### config.mk
export PLATFORM = sky130hd
export DESIGN_NAME = alu_pipe
export DESIGN_NICKNAME = d
export VERILOG_FILES = /design/src/rtl/alu_pipe_pkg.sv /design/src/rtl/alu_pipe_iter.sv /design/src/rtl/alu_pipe.sv
export SDC_FILE = /design/constraint.sdc
export NUM_CORES = 1
export LEC_CHECK = 0
export BUFFER_PORTS_ARGS = -buffer_cell sky130_fd_sc_hd__buf_2
export CAP_MARGIN = 20
export CORE_MARGIN = 3
export CORE_UTILIZATION = 35
export DETAILED_ROUTE_END_ITERATION = 8
export PLACE_DENSITY = 0.55
export SLEW_MARGIN = 20
export SYNTH_ARGS = -nofsm -noshare
export SYNTH_HDL_FRONTEND = slang
export SYNTH_SLANG_ARGS = --single-unit
### constraint.sdc
create_clock -name clk -period 7.6 [get_ports clk]
set_input_delay 1.52 -clock clk [delete_from_list [all_inputs] [get_ports clk]]
set_output_delay 1.52 -clock clk [all_outputs]
set_load 0.01 [all_outputs]
### src/rtl/alu_pipe_pkg.sv
// Shared opcode and FSM state types for the pipelined ALU.
package alu_pipe_pkg;

  typedef enum logic [3:0] {
    OP_PASS_B = 4'd0,
    OP_PASS_A = 4'd1,
    OP_ADD    = 4'd2,
    OP_SUB    = 4'd3,
    OP_AND    = 4'd4,
    OP_INC    = 4'd5,
    OP_DEC    = 4'd6,
    OP_XOR    = 4'd7,
    OP_NOP    = 4'd8,
    OP_CLR    = 4'd9,
    OP_OR     = 4'd10,
    OP_SWAP   = 4'd11,
    OP_SHL    = 4'd12,
    OP_SHR    = 4'd13,
    OP_MUL    = 4'd14,
    OP_ILL    = 4'd15
  } alu_op_e;

  typedef enum logic [1:0] {
    IDLE  = 2'd0,
    SHIFT = 2'd1,
    MUL   = 2'd2
  } alu_state_e;

endpackage

### src/rtl/alu_pipe_iter.sv
// Iterative datapath: one shift step or one shift-add partial product per cycle.
// Multiplier logic exists only when ALU_PIPE_MUL_EN is defined.
module alu_pipe_iter
  import alu_pipe_pkg::*;
#(
  parameter int W   = 8,
  parameter int SHW = $clog2(W)
) (
  input  logic         clk,
  input  logic         reset,
  input  logic         start,
  input  alu_op_e      op,
  input  logic [W-1:0] a,
  input  logic [W-1:0] b,
  output logic         done,
  output logic [W:0]   result
);

  logic           busy_q, busy_d;
  logic           shl_q, shl_d;
  logic [SHW-1:0] cnt_q, cnt_d;
  logic [W-1:0]   val_q, val_d;
  logic [W:0]     step;

`ifdef ALU_PIPE_MUL_EN
  // val_q doubles as the low product half / remaining multiplier bits
  logic           mul_q, mul_d;
  logic [W-1:0]   mcand_q, mcand_d;
  logic [W-1:0]   hi_q, hi_d;
  logic [W:0]     sum;
`else
  logic           unused_b;
  assign unused_b = ^b[W-1:SHW];
`endif

  always_comb begin
    step   = shl_q ? {val_q, 1'b0} : {val_q[0], 1'b0, val_q[W-1:1]};
    done   = busy_q && (cnt_q == '0);
    result = step;
    busy_d = busy_q;
    shl_d  = shl_q;
    cnt_d  = cnt_q;
    val_d  = val_q;
`ifdef ALU_PIPE_MUL_EN
    mul_d   = mul_q;
    mcand_d = mcand_q;
    hi_d    = hi_q;
    sum     = {1'b0, hi_q} + (val_q[0] ? {1'b0, mcand_q} : '0);
    if (mul_q) result = {|sum[W:1], sum[0], val_q[W-1:1]};
`endif
    if (start) begin
      busy_d = 1'b1;
      shl_d  = (op == OP_SHL);
      val_d  = a;
      cnt_d  = b[SHW-1:0] - SHW'(1);
`ifdef ALU_PIPE_MUL_EN
      mul_d = (op == OP_MUL);
      if (op == OP_MUL) begin
        val_d   = b;
        mcand_d = a;
        hi_d    = '0;
        cnt_d   = SHW'(W - 1);
      end
`endif
    end else if (busy_q) begin
      busy_d = !done;
      cnt_d  = cnt_q - SHW'(1);
      val_d  = step[W-1:0];
`ifdef ALU_PIPE_MUL_EN
      if (mul_q) begin
        val_d = {sum[0], val_q[W-1:1]};
        hi_d  = sum[W:1];
      end
`endif
    end
  end

  always_ff @(posedge clk) begin
    if (reset) begin
      busy_q <= 1'b0;
      shl_q  <= 1'b0;
      cnt_q  <= '0;
      val_q  <= '0;
`ifdef ALU_PIPE_MUL_EN
      mul_q   <= 1'b0;
      mcand_q <= '0;
      hi_q    <= '0;
`endif
    end else begin
      busy_q <= busy_d;
      shl_q  <= shl_d;
      cnt_q  <= cnt_d;
      val_q  <= val_d;
`ifdef ALU_PIPE_MUL_EN
      mul_q   <= mul_d;
      mcand_q <= mcand_d;
      hi_q    <= hi_d;
`endif
    end
  end

endmodule

### src/rtl/alu_pipe.sv
// W-bit ALU with registered result/flags, valid/ready on both sides and iterative shifts.
// Define ALU_PIPE_MUL_EN to enable the multi-cycle multiply on opcode 14.
module alu_pipe
  import alu_pipe_pkg::*;
#(
  parameter int W   = 8,
  parameter int SHW = $clog2(W)
) (
  input  logic         clk,
  input  logic         reset,
  input  logic         in_valid,
  output logic         in_ready,
  input  logic [3:0]   inst,
  input  logic         a_sel,
  input  logic [W-1:0] a,
  input  logic [W-1:0] b,
  output logic         out_valid,
  input  logic         out_ready,
  output logic [W:0]   res,
  output logic         zero,
  output logic         err
);

  alu_state_e   state_q, state_d, iter_state;
  logic [W:0]   res_q, res_d, alu_res, iter_res;
  logic         zero_q, zero_d, err_q, err_d, out_valid_q, out_valid_d;
  logic         accept, is_iter, alu_err, iter_done;
  alu_op_e      op;
  logic [W-1:0] op_a;

  assign op        = alu_op_e'(inst);
  assign op_a      = a_sel ? res_q[W-1:0] : a;
  assign in_ready  = !reset && (state_q == IDLE) && (!out_valid_q || out_ready);
  assign accept    = in_valid && in_ready;
  assign res       = res_q;
  assign zero      = zero_q;
  assign err       = err_q;
  assign out_valid = out_valid_q;

  always_comb begin
    alu_res    = '0;
    alu_err    = 1'b0;
    is_iter    = 1'b0;
    iter_state = SHIFT;
    case (op)
      OP_PASS_B: alu_res = {1'b0, b};
      OP_PASS_A: alu_res = {1'b0, op_a};
      OP_ADD:    alu_res = {1'b0, op_a} + {1'b0, b};
      OP_SUB:    alu_res = {1'b0, op_a} - {1'b0, b};
      OP_AND:    alu_res = {1'b0, op_a & b};
      OP_INC:    alu_res = {1'b0, b} + 1'b1;
      OP_DEC:    alu_res = {1'b0, b} - 1'b1;
      OP_XOR:    alu_res = {1'b0, op_a ^ b};
      OP_NOP:    alu_res = res_q;
      OP_CLR:    alu_res = '0;
      OP_OR:     alu_res = {1'b0, op_a | b};
      OP_SWAP:   alu_res = {1'b0, b[W/2-1:0], b[W-1:W/2]};
      OP_SHL, OP_SHR: begin
        // a zero shift amount never enters the iterative path
        if (b[SHW-1:0] == '0) alu_res = {1'b0, op_a};
        else                  is_iter = 1'b1;
      end
`ifdef ALU_PIPE_MUL_EN
      OP_MUL: begin
        is_iter    = 1'b1;
        iter_state = MUL;
      end
`endif
      default:   alu_err = 1'b1;
    endcase
  end

  alu_pipe_iter #(.W(W), .SHW(SHW)) u_iter (
    .clk    (clk),
    .reset  (reset),
    .start  (accept && is_iter),
    .op     (op),
    .a      (op_a),
    .b      (b),
    .done   (iter_done),
    .result (iter_res)
  );

  always_comb begin
    state_d     = state_q;
    res_d       = res_q;
    err_d       = err_q;
    out_valid_d = out_valid_q;
    if (out_valid_q && out_ready) out_valid_d = 1'b0;
    if (accept) begin
      if (is_iter) begin
        state_d = iter_state;
      end else begin
        res_d       = alu_res;
        err_d       = alu_err;
        out_valid_d = 1'b1;
      end
    end else if (state_q != IDLE && iter_done) begin
      res_d       = iter_res;
      err_d       = 1'b0;
      out_valid_d = 1'b1;
      state_d     = IDLE;
    end
    zero_d = (res_d[W-1:0] == '0);
  end

  always_ff @(posedge clk) begin
    if (reset) begin
      state_q     <= IDLE;
      res_q       <= '0;
      zero_q      <= 1'b1;
      err_q       <= 1'b0;
      out_valid_q <= 1'b0;
    end else begin
      state_q     <= state_d;
      res_q       <= res_d;
      zero_q      <= zero_d;
      err_q       <= err_d;
      out_valid_q <= out_valid_d;
    end
  end

endmodule

==> reports/qor.txt, run 1 <==
==================================================================================
First-iteration detailed-routing DRC count ..........................          259
Number of nets in the synthesized netlist ...........................          453
Relative contribution of sequential cells to total power ............        34.1%
Later-pin clock latency in the skew report ..........................       270 ps
Ant diodes ..........................................................            0
Detail Route Antenna Nets ...........................................            0
Arrival time worst endpoint .........................................      5410 ps
Seq/Total Area, Yosys ...............................................       16.95%
GP Congestion .......................................................       0.9523
Top cell type by total area after synthesis ......................... sky130_fd_sc_hd__dfxtp_1
Cts bufs inserted ...................................................            3
Share of synthesized cell area in and, or, nand and nor gates .......       19.31%
Worst vdd ir ........................................................   0.06270 mV
Internal power ......................................................     260.0 uW
Routed WL per cell ..................................................     19.67 um
Critical path fanouts, max ..........................................           30
Number of distinct library cells after synthesis ....................           58
Drt total wl ........................................................     10110 um
CTS sink cnt ........................................................           26
Leakage power .......................................................     1.411 nW
Adder-cell area share of the yosys netlist ..........................       15.56%
Met1 demand-to-capacity share in global routing .....................       27.97%
Most instantiated library cell after synthesis ...................... sky130_fd_sc_hd__nor2_1
Syn avg cell area ...................................................  7.856 sq um
Synth async-reset ratio .............................................           0%
Source of the worst register-to-register timing path ................       res[0]
Global-route met2 utilization .......................................       32.73%
# Post-CTS Setup Buffers ............................................            0
Sort of element at the end of the critical path .....................         flop
Initial Utilization .................................................       36.65%
Worst path top cell family by delay ................................. compound AO/OA/AOI/OAI gates
H-tree levels .......................................................            1
Tot Pwr .............................................................     428.2 uW
Number of antenna violations at the first check in global routing ...            0
Number of buffers on the longest clock path .........................            2
Number of synthesized flops with an enable pin ......................            0
Area share of xor/xnor cells in the synthesized design ..............       5.988%
Clock period minus worst slack ......................................      5187 ps
Filler cell count in the final layout ...............................          901
Remaining global-route overflow .....................................            0
Quantity of hold-fixing buffers added after cts .....................            0
1st-pass router iterations ..........................................            5
Total number of cells along the worst setup path ....................           12
Netlist Area Pre-Place .............................................. 0.003072 sq mm
Vias per inst .......................................................        5.998
Final design instance area without fill ............................. 0.003318 sq mm
Core box area ....................................................... 0.008382 sq mm
Required time worst endpoint ........................................      7820 ps
Area added between synthesis and finish .............................       8.024%
Power density over the cells ........................................ 129.0 mW/mm^2
Proportion of netlist area held by the largest area contributor .....       16.95%
Combinational cell fraction of total power ..........................        47.8%
Destination of the worst register-to-register timing path ...........         zero
Reg-to-reg setup timing slack .......................................      3760 ps
Most prevalent standard cell on the critical path ................... sky130_fd_sc_hd__nor2b_1
Achievable frequency ................................................    192.8 MHz
Post-place instance area ............................................ 0.003277 sq mm
End point of the critical path ......................................         zero
Total number of vias ................................................         3083
Die outline width ...................................................     99.68 um
Global-route usage over all layers ..................................       20.31%
Die ar. ............................................................. 0.009936 sq mm
CP peak stage delay .................................................       630 ps
Met3 track utilization from global routing ..........................       3.156%
Number of buffer cells added on primary ports .......................           37
Number of max-slew violations in the final report ...................            0
Cell type of the slowest stage on the worst timing path ............. sky130_fd_sc_hd__a21boi_1
I/O pins ............................................................           38
Multiplexer share of the synthesized area ...........................       8.269%
Worst reg-to-reg path cell count ....................................           14
Max-capacitance violation count .....................................            0
HPWL Detailed .......................................................      7767 um
Fraction of the mapped netlist area in compound gates ...............       27.25%
Final number of setup-violating endpoints ...........................            0
Worst-path clk slew .................................................        80 ps
Part of the total power dissipated in the clock network .............        18.1%
Cells after Synth ...................................................          391
Number of placement rows ............................................           33
Share of final-layout standard cells stronger than drive strength 1 .       12.71%
Critical path start-end classification .............................. input pin to flop
Main synth FF type .................................................. sky130_fd_sc_hd__dfxtp_1
Root Buffer Master .................................................. sky130_fd_sc_hd__clkbuf_8
Final hold violation count ..........................................            0
Largest net degree at the start of global routing ...................           31
Min-delay worst type ................................................ flop to flop
Post-cts resize count ...............................................            0
Drt drc .............................................................            0
Number of synthesis warnings ........................................            0
Combinational family with the most area after synthesis ............. compound AO/OA/AOI/OAI gates
Flop and latch count out of synthesis ...............................           26
Total net switching power ...........................................     168.2 uW
Final period utilization ............................................       68.25%
Sequence of cells on the critical path .............................. buf_2, nor2b_1, a21boi_1, o21ai_0, ha_1, nor2b_1, o31ai_1, a21oi_1, xnor2_1, o221ai_1, a222oi_1, a41o_1
Vias in the first global route ......................................         2931
Ranking of synthesized cells by area ................................ sky130_fd_sc_hd__dfxtp_1 17%, sky130_fd_sc_hd__ha_1 14%, sky130_fd_sc_hd__mux2i_1 5.2%, sky130_fd_sc_hd__nor2_1 5.1%, sky130_fd_sc_hd__xnor2_1 4.6%
Number of buffer and inverter instances along the worst setup path ..            1
Switching portion of total power ....................................       39.28%
Most used routing layer in global routing ...........................         met2
Worst slew margin relative to its limit .............................       43.75%
Post-layout net count ...............................................          473
TNS Setup ...........................................................         0 ps
Run status .......................................................... finished clean
Clock tree from TritonCTS ...........................................        built
Setup crit start ....................................................      inst[2]
Setup repair after global routing missed its margin .................           no
Element type at the critical path start .............................    input pin
Die Height ..........................................................     99.68 um
Wire length of the first global-routing pass ........................     16000 um
Transition time at the pin with the least slew margin ...............     843.7 ps
Clock skew ..........................................................     1.947 ps
Most frequent cells after synthesis ................................. 42 x sky130_fd_sc_hd__nor2_1, 35 x sky130_fd_sc_hd__ha_1, 26 x sky130_fd_sc_hd__dfxtp_1
==================================================================================
cell families (layout without fill, tap and decap cells):
kind of cell    after synthesis  in the layout
simple gates                121            121
flops                        26             26
compound gates              116            116
fa+ha+maj                    37             37
buf+inv                      46             64
mux                          24             24
xor+xnor                     21             21
state kept, by name, summed over array words and instances (netlist names):
| register | flops |
|---|---|
| res | 9 |
| state_q | 1 |
| out_valid | 1 |
| u_iter.busy_q | 1 |
| u_iter.shl_q | 1 |
| u_iter.cnt_q | 3 |
| zero | 1 |
| err | 1 |
| u_iter.val_q | 8 |
through the flow:
stage | utilization (%) | cells | hold slack [ps] | worst slack (ps)
3_3_place_gp | 39.10 | 511 | 474.3 | 2255
2_1_floorplan | - | 391 | 476.8 | 3019
4_1_cts | 39.59 | 514 | 505.0 | 2537
6_report | 39.59 | 514 | 500.6 | 2413
5_1_grt | 39.59 | 514 | 531.8 | 2136
3_5_place_dp | 39.10 | 511 | 483.5 | 2263
cell usage in the layout, fill, tap and decap left out, types with 6 or more instances in the layout:
master | Yosys | final
sky130_fd_sc_hd__dfxtp_1 | 26 | 26
sky130_fd_sc_hd__xnor2_1 | 16 | 16
sky130_fd_sc_hd__buf_2 | 10 | 37
sky130_fd_sc_hd__ha_1 | 35 | 35
sky130_fd_sc_hd__nor2b_1 | 15 | 15
sky130_fd_sc_hd__nor3_1 | 14 | 14
sky130_fd_sc_hd__mux2i_1 | 16 | 16
sky130_fd_sc_hd__mux2_2 | 7 | 7
sky130_fd_sc_hd__inv_1 | 23 | 23
sky130_fd_sc_hd__o21ai_0 | 16 | 16
sky130_fd_sc_hd__nand3_1 | 7 | 7
sky130_fd_sc_hd__nor2_1 | 42 | 42
sky130_fd_sc_hd__nand2_1 | 20 | 20
sky130_fd_sc_hd__a21oi_1 | 24 | 24
sky130_fd_sc_hd__nand2b_1 | 6 | 6
sky130_fd_sc_hd__a211oi_1 | 11 | 11
sky130_fd_sc_hd__o221ai_1 | 6 | 6
metal layers:
metal  wire, um  vias up
li1           -     1479
met1       4807     1457
met2       4533      130
met3        598       17
met4        170        0
met5          0        -
area by class of cell:
class,instances,area (sq um),share of cell area (%)
clock buffer,3,41.29,1.244
inverter,23,86.33,2.602
multi-input combinational,319,2346,70.70
sequential,26,520.5,15.69
tap,105,131.4,3.959
timing repair buffer,38,192.7,5.807
worst min path at each step:
stage,slack [ps],cells after the start,from,to
6_report,500,2,err,err
5_1_grt,530,2,err,err
4_1_cts,510,2,err,err
3_5_place_dp,480,2,err,err
3_3_place_gp,470,2,err,err
2_1_floorplan,480,2,u_iter.cnt_q[1],u_iter.cnt_q[1]
tightest hold or removal path, stage by stage, from the launching register on:
cell and delay [ps]:
sky130_fd_sc_hd__dfxtp_1 340, sky130_fd_sc_hd__a21oi_1 60, sky130_fd_sc_hd__nor2_1 70
power groups by stage:
stage               clock (mW)  sequential, mW  combinational, mW
global placement             0           0.150              0.201
global route            0.0855           0.147              0.224
floorplan                    0           0.149              0.147
finish                  0.0773           0.146              0.205
detailed placement           0           0.149              0.201
CTS                     0.0808           0.146              0.202
(Power assumes the default switching activity.)
==> run 2: changes to the inputs <==
--- a/config.mk
+++ b/config.mk
@@ -10,7 +10,7 @@
 export CORE_MARGIN = 3
 export CORE_UTILIZATION = 35
 export DETAILED_ROUTE_END_ITERATION = 8
-export PLACE_DENSITY = 0.55
+export PLACE_DENSITY = 0.57
 export SLEW_MARGIN = 20
 export SYNTH_ARGS = -nofsm -noshare
 export SYNTH_HDL_FRONTEND = slang
==> constraint.sdc (replaced) <==
create_clock -name clk -period 4.55 [get_ports clk]
set_input_delay 0.91 -clock clk [delete_from_list [all_inputs] [get_ports clk]]
set_output_delay 0.91 -clock clk [all_outputs]
set_load 0.01 [all_outputs]
==> run 2 against run 1 <==
Die area stayed put. First-iteration DRC count grew 17%. Sequential power increased by 67%. Cell area up 4.5%. Clock skew barely moved. Critical path type unchanged. Critical endpoint unchanged.
==> reports/qor.txt, run 2 (synthesis results as in run 1) <==
==================================================================================
Total number of vias ................................................         3209   was 3083
Setup crit start ....................................................        a_sel   was inst[2]
Transition time at the pin with the least slew margin ...............     917.3 ps   was 843.7 ps
Required time worst endpoint ........................................      4760 ps   was 7820 ps
Final number of setup-violating endpoints ...........................            0   unchanged
# Post-CTS Setup Buffers ............................................            0   unchanged
CTS sink cnt ........................................................           26   unchanged
Area added between synthesis and finish .............................       12.91%   was 8.024%
Most common library cell in the layout ignoring fill and taps ....... sky130_fd_sc_hd__nor2_1   unchanged
Ant diodes ..........................................................            0   unchanged
HPWL Detailed .......................................................      7966 um   was 7767 um
Flip-flop count of the largest register after layout ................            9   unchanged
1st-pass router iterations ..........................................            6   was 5
Number of max-slew violations in the final report ...................            0   unchanged
Drt total wl ........................................................     10200 um   was 10110 um
H-tree levels .......................................................            1   unchanged
Clock period minus worst slack ......................................      3990 ps
Die Height ..........................................................     99.68 um   unchanged
Die outline width ...................................................     99.68 um   unchanged
Wire length of the first global-routing pass ........................     16270 um   was 16000 um
Share of final-layout standard cells stronger than drive strength 1 .       16.78%   was 12.71%
I/O pins ............................................................           38   unchanged
Worst slew margin relative to its limit .............................       38.85%   was 43.75%
Largest net degree at the start of global routing ...................           30   was 31
Post-layout net count ...............................................          493   was 473
Run status .......................................................... finished clean   unchanged
Critical path fanouts, max ..........................................            7   was 30
Drt drc .............................................................            0   unchanged
Clock skew ..........................................................     1.705 ps   was 1.947 ps
Max-capacitance violation count .....................................            0   unchanged
Vias per inst .......................................................        6.009   was 5.998
Min-delay worst type ................................................ flop to flop   unchanged
Element type at the critical path start .............................    input pin   unchanged
Die ar. ............................................................. 0.009936 sq mm   unchanged
Arrival time worst endpoint .........................................      4200 ps   was 5410 ps
Critical path start-end classification .............................. input pin to flop   unchanged
Achievable frequency ................................................    250.6 MHz
Remaining global-route overflow .....................................            0   unchanged
Worst hold margin ...................................................     518.1 ps   was 500.6 ps
Later-pin clock latency in the skew report ..........................       270 ps   about the same
Cts bufs inserted ...................................................            3   unchanged
Critical hold path startpoint .......................................          err   unchanged
GP Congestion .......................................................       0.9480   was 0.9523
Worst vdd ir ........................................................    0.1256 mV   was 0.06270 mV
Setup repair after global routing missed its margin .................           no   unchanged
Most used cells in the layout excluding fill and tap cells .......... 42 x sky130_fd_sc_hd__nor2_1, 37 x sky130_fd_sc_hd__buf_2, 35 x sky130_fd_sc_hd__ha_1   unchanged
Quantity of hold-fixing buffers added after cts .....................            0   unchanged
Leakage power .......................................................     1.509 nW   was 1.411 nW
Number of buffers on the longest clock path .........................            2   unchanged
Routed WL per cell ..................................................     19.10 um   was 19.67 um
Final hold violation count ..........................................            0   unchanged
Power density over the cells ........................................ 210.9 mW/mm^2   was 129.0 mW/mm^2
Number of placement rows ............................................           33   unchanged
Detail Route Antenna Nets ...........................................            0   unchanged
TNS Setup ...........................................................         0 ps   unchanged
Initial Utilization .................................................       36.65%   unchanged
Global-route usage over all layers ..................................       20.43%   was 20.31%
Clock tree from TritonCTS ...........................................        built   unchanged
Root Buffer Master .................................................. sky130_fd_sc_hd__clkbuf_8   unchanged
Final period utilization ............................................       87.69%
Core box area ....................................................... 0.008382 sq mm   unchanged
First-iteration detailed-routing DRC count ..........................          303   was 259
Number of antenna violations at the first check in global routing ...            0   unchanged
Filler cell count in the final layout ...............................          887   was 901
Number of buffer cells added on primary ports .......................           37   unchanged
Post-cts resize count ...............................................            0   unchanged
Sort of element at the end of the critical path .....................         flop   unchanged
Vias in the first global route ......................................         3036   was 2931
Worst-path clk slew .................................................        80 ps   about the same
Source of the worst register-to-register timing path ................       res[0]   unchanged
==================================================================================
[run 2: area by class of cell]
class | count | area, sq um | share of cell area [%]
clock buffers | 3 | 41.29 | 1.190
inverters | 23 | 86.33 | 2.489
well taps | 105 | 131.4 | 3.788
multi-input cells | 319 | 2346 | 67.64
repair buffers | 58 | 342.8 | 9.885
flip-flops and latches | 26 | 520.5 | 15.01
[run 2: per-stage QoR]
step / setup WS [ps] / util [%] / instances / power (mW) / area [sq um]
3_3_place_gp: 351.3 / 40.89 / 531 / 0.6024 / 3427
6_report: 560.0 / 41.38 / 534 / 0.7314 / 3468
4_1_cts: 599.3 / 41.38 / 534 / 0.7337 / 3468
5_1_grt: 395.7 / 41.38 / 534 / 0.7753 / 3468
3_5_place_dp: 317.6 / 40.89 / 531 / 0.6023 / 3427
2_1_floorplan: 579.5 / - / 391 / 0.4938 / 3072
[run 2: per-layer routing]
layer  part of all wire, %  vias up  global-route usage [%]
met5                     0        -                       0
met4                   4.0        0                   7.458
met3                   8.8       42                   4.137
met2                    43      179                   31.20
met1                    44     1468                   28.30
li1                      -     1520                       -
[run 2: critical path: stages]
cell	delay (ps)
sky130_fd_sc_hd__buf_2	160
sky130_fd_sc_hd__mux2i_1	340
sky130_fd_sc_hd__buf_4	230
sky130_fd_sc_hd__inv_1	80
sky130_fd_sc_hd__nor3_1	310
sky130_fd_sc_hd__xnor2_1	160
sky130_fd_sc_hd__o21ai_0	100
sky130_fd_sc_hd__ha_1	330
sky130_fd_sc_hd__and2_1	180
sky130_fd_sc_hd__a22o_1	190
sky130_fd_sc_hd__a31oi_1	180
sky130_fd_sc_hd__a211oi_1	110
sky130_fd_sc_hd__xor2_1	170
sky130_fd_sc_hd__a221o_1	370
sky130_fd_sc_hd__a21oi_1	200
sky130_fd_sc_hd__a41o_1	180
[run 2: worst paths after layout]
check                           endpoint  slack, ps  cells after the start
worst max-delay path                zero        560                     16
worst min register to register       err        520                      2
worst max register to register      zero       1060                     15
worst min-delay path                 err        520                      2
[run 2: where the power goes]
part | internal [mW] | leakage, nW | switching [mW]
logic | 0.153 | 1.28 | 0.206
registers | 0.236 | 0.211 | 0.00819
clock network | 0.0593 | 0.0216 | 0.0692
total | 0.448 | 1.51 | 0.283
==> run 3: changes to the inputs <==
--- a/config.mk
+++ b/config.mk
@@ -10,8 +10,9 @@
 export CORE_MARGIN = 3
 export CORE_UTILIZATION = 35
 export DETAILED_ROUTE_END_ITERATION = 8
-export PLACE_DENSITY = 0.57
+export PLACE_DENSITY = 0.56
 export SLEW_MARGIN = 20
 export SYNTH_ARGS = -nofsm -noshare
 export SYNTH_HDL_FRONTEND = slang
+export SYNTH_HIERARCHICAL = 1
 export SYNTH_SLANG_ARGS = --single-unit
==> run 3 against run 2 <==
Setup slack worse by 80 ps. Sequential cell count stayed put. Clock power is 57% higher. Power is 12% higher. Utilization is 0.82 points lower. Count of clock-buffer cells in the layout stayed put. Synthesized cell count is 3.3% higher. Non-clock buffer count is 12 lower. Synthesized area is 7.7% higher. Via count is 3.1% higher. Critical endpoint unchanged. Largest cell class unchanged.
==> reports/qor.txt, run 3 <==
==================================================================================
Run status .......................................................... finished clean   unchanged
Clock tree from TritonCTS ...........................................        built   unchanged
Switching portion of total power ....................................       37.86%   was 38.70%
Total number of vias ................................................         3308   was 3209
Number of buffer cells added on primary ports .......................           37   unchanged
Remaining global-route overflow .....................................            0   unchanged
Worst hold margin ...................................................     452.7 ps   was 518.1 ps
Combined area of the multi-input logic cells ........................ 0.002529 sq mm   was 0.002346 sq mm
Global-route usage over all layers ..................................       21.05%   was 20.43%
Final design instance area without fill ............................. 0.003623 sq mm   was 0.003468 sq mm
Final number of setup-violating endpoints ...........................            0   unchanged
Arrival time worst endpoint .........................................      4270 ps   was 4200 ps
Root Buffer Master .................................................. sky130_fd_sc_hd__clkbuf_8   unchanged
Number of synthesis warnings ........................................            6   was 0
Die Height ..........................................................     103.2 um   was 99.68 um
Required time worst endpoint ........................................      4750 ps   was 4760 ps
Detail Route Antenna Nets ...........................................            0   unchanged
Netlist Area Pre-Place .............................................. 0.003309 sq mm   was 0.003072 sq mm
GP Congestion .......................................................       0.9628   was 0.9480
Quantity of hold-fixing buffers added after cts .....................            0   unchanged
Clock period minus worst slack ......................................      4070 ps   was 3990 ps
I/O pins ............................................................           38   unchanged
Ant diodes ..........................................................            0   unchanged
Die outline width ...................................................     103.2 um   was 99.68 um
Internal power ......................................................     507.3 uW   was 448.3 uW
Later-pin clock latency in the skew report ..........................       290 ps   was 270 ps
Filler cell count in the final layout ...............................          917   was 887
Top cell type by total area after synthesis ......................... sky130_fd_sc_hd__dfxtp_1   unchanged
1st-pass router iterations ..........................................            5   was 6
Worst slew margin relative to its limit .............................       49.96%   was 38.85%
Area added between synthesis and finish .............................       9.490%   was 12.91%
Synth async-reset ratio .............................................           0%   unchanged
Flop and latch count out of synthesis ...............................           26   unchanged
Leakage power .......................................................     1.545 nW   was 1.509 nW
Routed WL per cell ..................................................     20.30 um   was 19.10 um
Number of placement rows ............................................           34   was 33
Vias in the first global route ......................................         3213   was 3036
Vias per inst .......................................................        6.070   was 6.009
Power density over the cells ........................................ 225.3 mW/mm^2   was 210.9 mW/mm^2
Sort of element at the end of the critical path .....................         flop   unchanged
Relative contribution of sequential cells to total power ............        30.0%   was 33.3%
Cells after Synth ...................................................          404   was 391
H-tree levels .......................................................            1   unchanged
Max-capacitance violation count .....................................            0   unchanged
Most common library cell in the layout ignoring fill and taps ....... sky130_fd_sc_hd__buf_2   was sky130_fd_sc_hd__nor2_1
Part of the total power dissipated in the clock network .............        24.6%   was 17.6%
Post-layout net count ...............................................          500   was 493
Number of synthesized flops with an enable pin ......................            0   unchanged
Number of buffers on the longest clock path .........................            2   unchanged
First-iteration detailed-routing DRC count ..........................          299   was 303
TNS Setup ...........................................................         0 ps   unchanged
Wire length of the first global-routing pass ........................     17290 um   was 16270 um
Number of distinct library cells after synthesis ....................           77   was 58
Ranking of synthesized cells by area ................................ sky130_fd_sc_hd__dfxtp_1 16%, sky130_fd_sc_hd__ha_1 13%, sky130_fd_sc_hd__xnor2_1 4.5%, sky130_fd_sc_hd__mux2i_1 4.2%, sky130_fd_sc_hd__nor2_1 4.0%   was sky130_fd_sc_hd__dfxtp_1 17%, sky130_fd_sc_hd__ha_1 14%, sky130_fd_sc_hd__mux2i_1 5.2%, sky130_fd_sc_hd__nor2_1 5.1%, sky130_fd_sc_hd__xnor2_1 4.6%
Number of nets in the synthesized netlist ...........................          466   was 453
Transition time at the pin with the least slew margin ...............     750.5 ps   was 917.3 ps
Critical path fanouts, max ..........................................           17   was 7
Element type at the critical path start .............................    input pin   unchanged
Core box area ....................................................... 0.008934 sq mm   was 0.008382 sq mm
Setup repair after global routing missed its margin .................           no   unchanged
Worst-path clk slew .................................................       110 ps   was 80 ps
CTS sink cnt ........................................................           26   unchanged
Cts bufs inserted ...................................................            3   unchanged
Clock skew ..........................................................     13.38 ps   was 1.705 ps
Final period utilization ............................................       89.46%   was 87.69%
Initial Utilization .................................................       37.04%   was 36.65%
Drt drc .............................................................            0   unchanged
Share of final-layout standard cells stronger than drive strength 1 .       20.59%   was 16.78%
Critical path start-end classification .............................. input pin to flop   unchanged
Post-cts resize count ...............................................            0   unchanged
Proportion of netlist area held by the largest area contributor .....       15.73%   was 16.95%
Die ar. ............................................................. 0.01066 sq mm   was 0.009936 sq mm
# Post-CTS Setup Buffers ............................................            0   unchanged
Worst vdd ir ........................................................    0.1100 mV   was 0.1256 mV
HPWL Detailed .......................................................      8629 um   was 7966 um
Min-delay worst type ................................................ flop to flop   unchanged
Total net switching power ...........................................     309.0 uW   was 283.1 uW
Largest net degree at the start of global routing ...................           27   was 30
Sequential cell area ................................................  520.5 sq um   unchanged
Most used cells in the layout excluding fill and tap cells .......... 37 x sky130_fd_sc_hd__buf_2, 35 x sky130_fd_sc_hd__nor2_1, 35 x sky130_fd_sc_hd__ha_1   was 42 x sky130_fd_sc_hd__nor2_1, 37 x sky130_fd_sc_hd__buf_2, 35 x sky130_fd_sc_hd__ha_1
Drt total wl ........................................................     11060 um   was 10200 um
Number of max-slew violations in the final report ...................            0   unchanged
Combinational cell fraction of total power ..........................        45.4%   was 49.1%
Most frequent cells after synthesis ................................. 35 x sky130_fd_sc_hd__ha_1, 35 x sky130_fd_sc_hd__nor2_1, 27 x sky130_fd_sc_hd__inv_1   was 42 x sky130_fd_sc_hd__nor2_1, 35 x sky130_fd_sc_hd__ha_1, 26 x sky130_fd_sc_hd__dfxtp_1
Main synth FF type .................................................. sky130_fd_sc_hd__dfxtp_1   unchanged
Syn avg cell area ...................................................  8.192 sq um   was 7.856 sq um
Post-place instance area ............................................ 0.003552 sq mm   was 0.003427 sq mm
Final hold violation count ..........................................            0   unchanged
Seq/Total Area, Yosys ...............................................       15.73%   was 16.95%
Number of antenna violations at the first check in global routing ...            0   unchanged
Flip-flop count of the largest register after layout ................            9   unchanged
Achievable frequency ................................................    245.7 MHz   was 250.6 MHz
==================================================================================
[run 3: power by group through the flow]
stage          logic (mW)  clock network [mW]  registers (mW)
2_1_floorplan       0.261                   0           0.250
3_3_place_gp        0.363                   0           0.250
3_5_place_dp        0.364                   0           0.250
4_1_cts             0.366               0.200           0.245
5_1_grt             0.406               0.209           0.246
6_report            0.371               0.201           0.245
[run 3: worst max-delay path: stages]
cell and delay (ps):
sky130_fd_sc_hd__buf_2 310, sky130_fd_sc_hd__nor2b_1 520, sky130_fd_sc_hd__nand3_1 400, sky130_fd_sc_hd__o21a_1 250, sky130_fd_sc_hd__fa_1 550, sky130_fd_sc_hd__or2_2 110
sky130_fd_sc_hd__o32ai_1 70, sky130_fd_sc_hd__a22oi_1 190, sky130_fd_sc_hd__a31oi_1 140, sky130_fd_sc_hd__nor4_1 390, sky130_fd_sc_hd__nand4_1 190, sky130_fd_sc_hd__o41ai_2 210
[run 3: through the flow]
step / setup slack (ps) / utilization [%] / std cells / power (mW)
floorplan: 798.2 / - / 404 / 0.5111
global placement: 236.8 / 39.76 / 541 / 0.6132
detailed placement: 272.3 / 39.76 / 541 / 0.6140
CTS: 569.7 / 40.56 / 545 / 0.8102
global route: 349.2 / 40.56 / 545 / 0.8611
finish: 479.7 / 40.56 / 545 / 0.8163
[run 3: layout make-up]
cell class                 instances  share of cell area [%]
timing repair buffer              46                   6.975
inverter                          30                   3.177
multi-input combinational        331                   69.79
tap                              108                   3.729
clock inverter                     1                  0.8287
clock buffer                       3                   1.140
sequential                        26                   14.36
[run 3: path summary, 6_finish.rpt]
kind	start	end	slack, ps	cells after the start
worst max-delay path	inst[2]	zero	480	12
worst min-delay path	err	err	450	2
worst max register to register	res[1]	zero	1210	13
worst min register to register	err	err	450	2
[run 3: metal layers]
metal  vias to the layer above  GRT usage, %  share of wire, %
li1                       1564             -                 -
met1                      1573         29.44                46
met2                       145         33.35                45
met3                        26         2.884               6.4
met4                         0         6.972               3.2
met5                         -             0                 0
[run 3: logic make-up (layout without fill, tap and decap cells)]
logic type / Yosys count / after routing / share of synthesized area, %
muxes: 24 / 24 / 8.733
DFF: 26 / 26 / 15.73
xor gates and xnor gates: 20 / 20 / 5.293
AOI/OAI and AO/OA: 124 / 124 / 26.92
adders and majority gates: 37 / 37 / 14.44
buffers and inverters: 47 / 80 / 7.864
and+or+nand+nor: 126 / 126 / 21.02
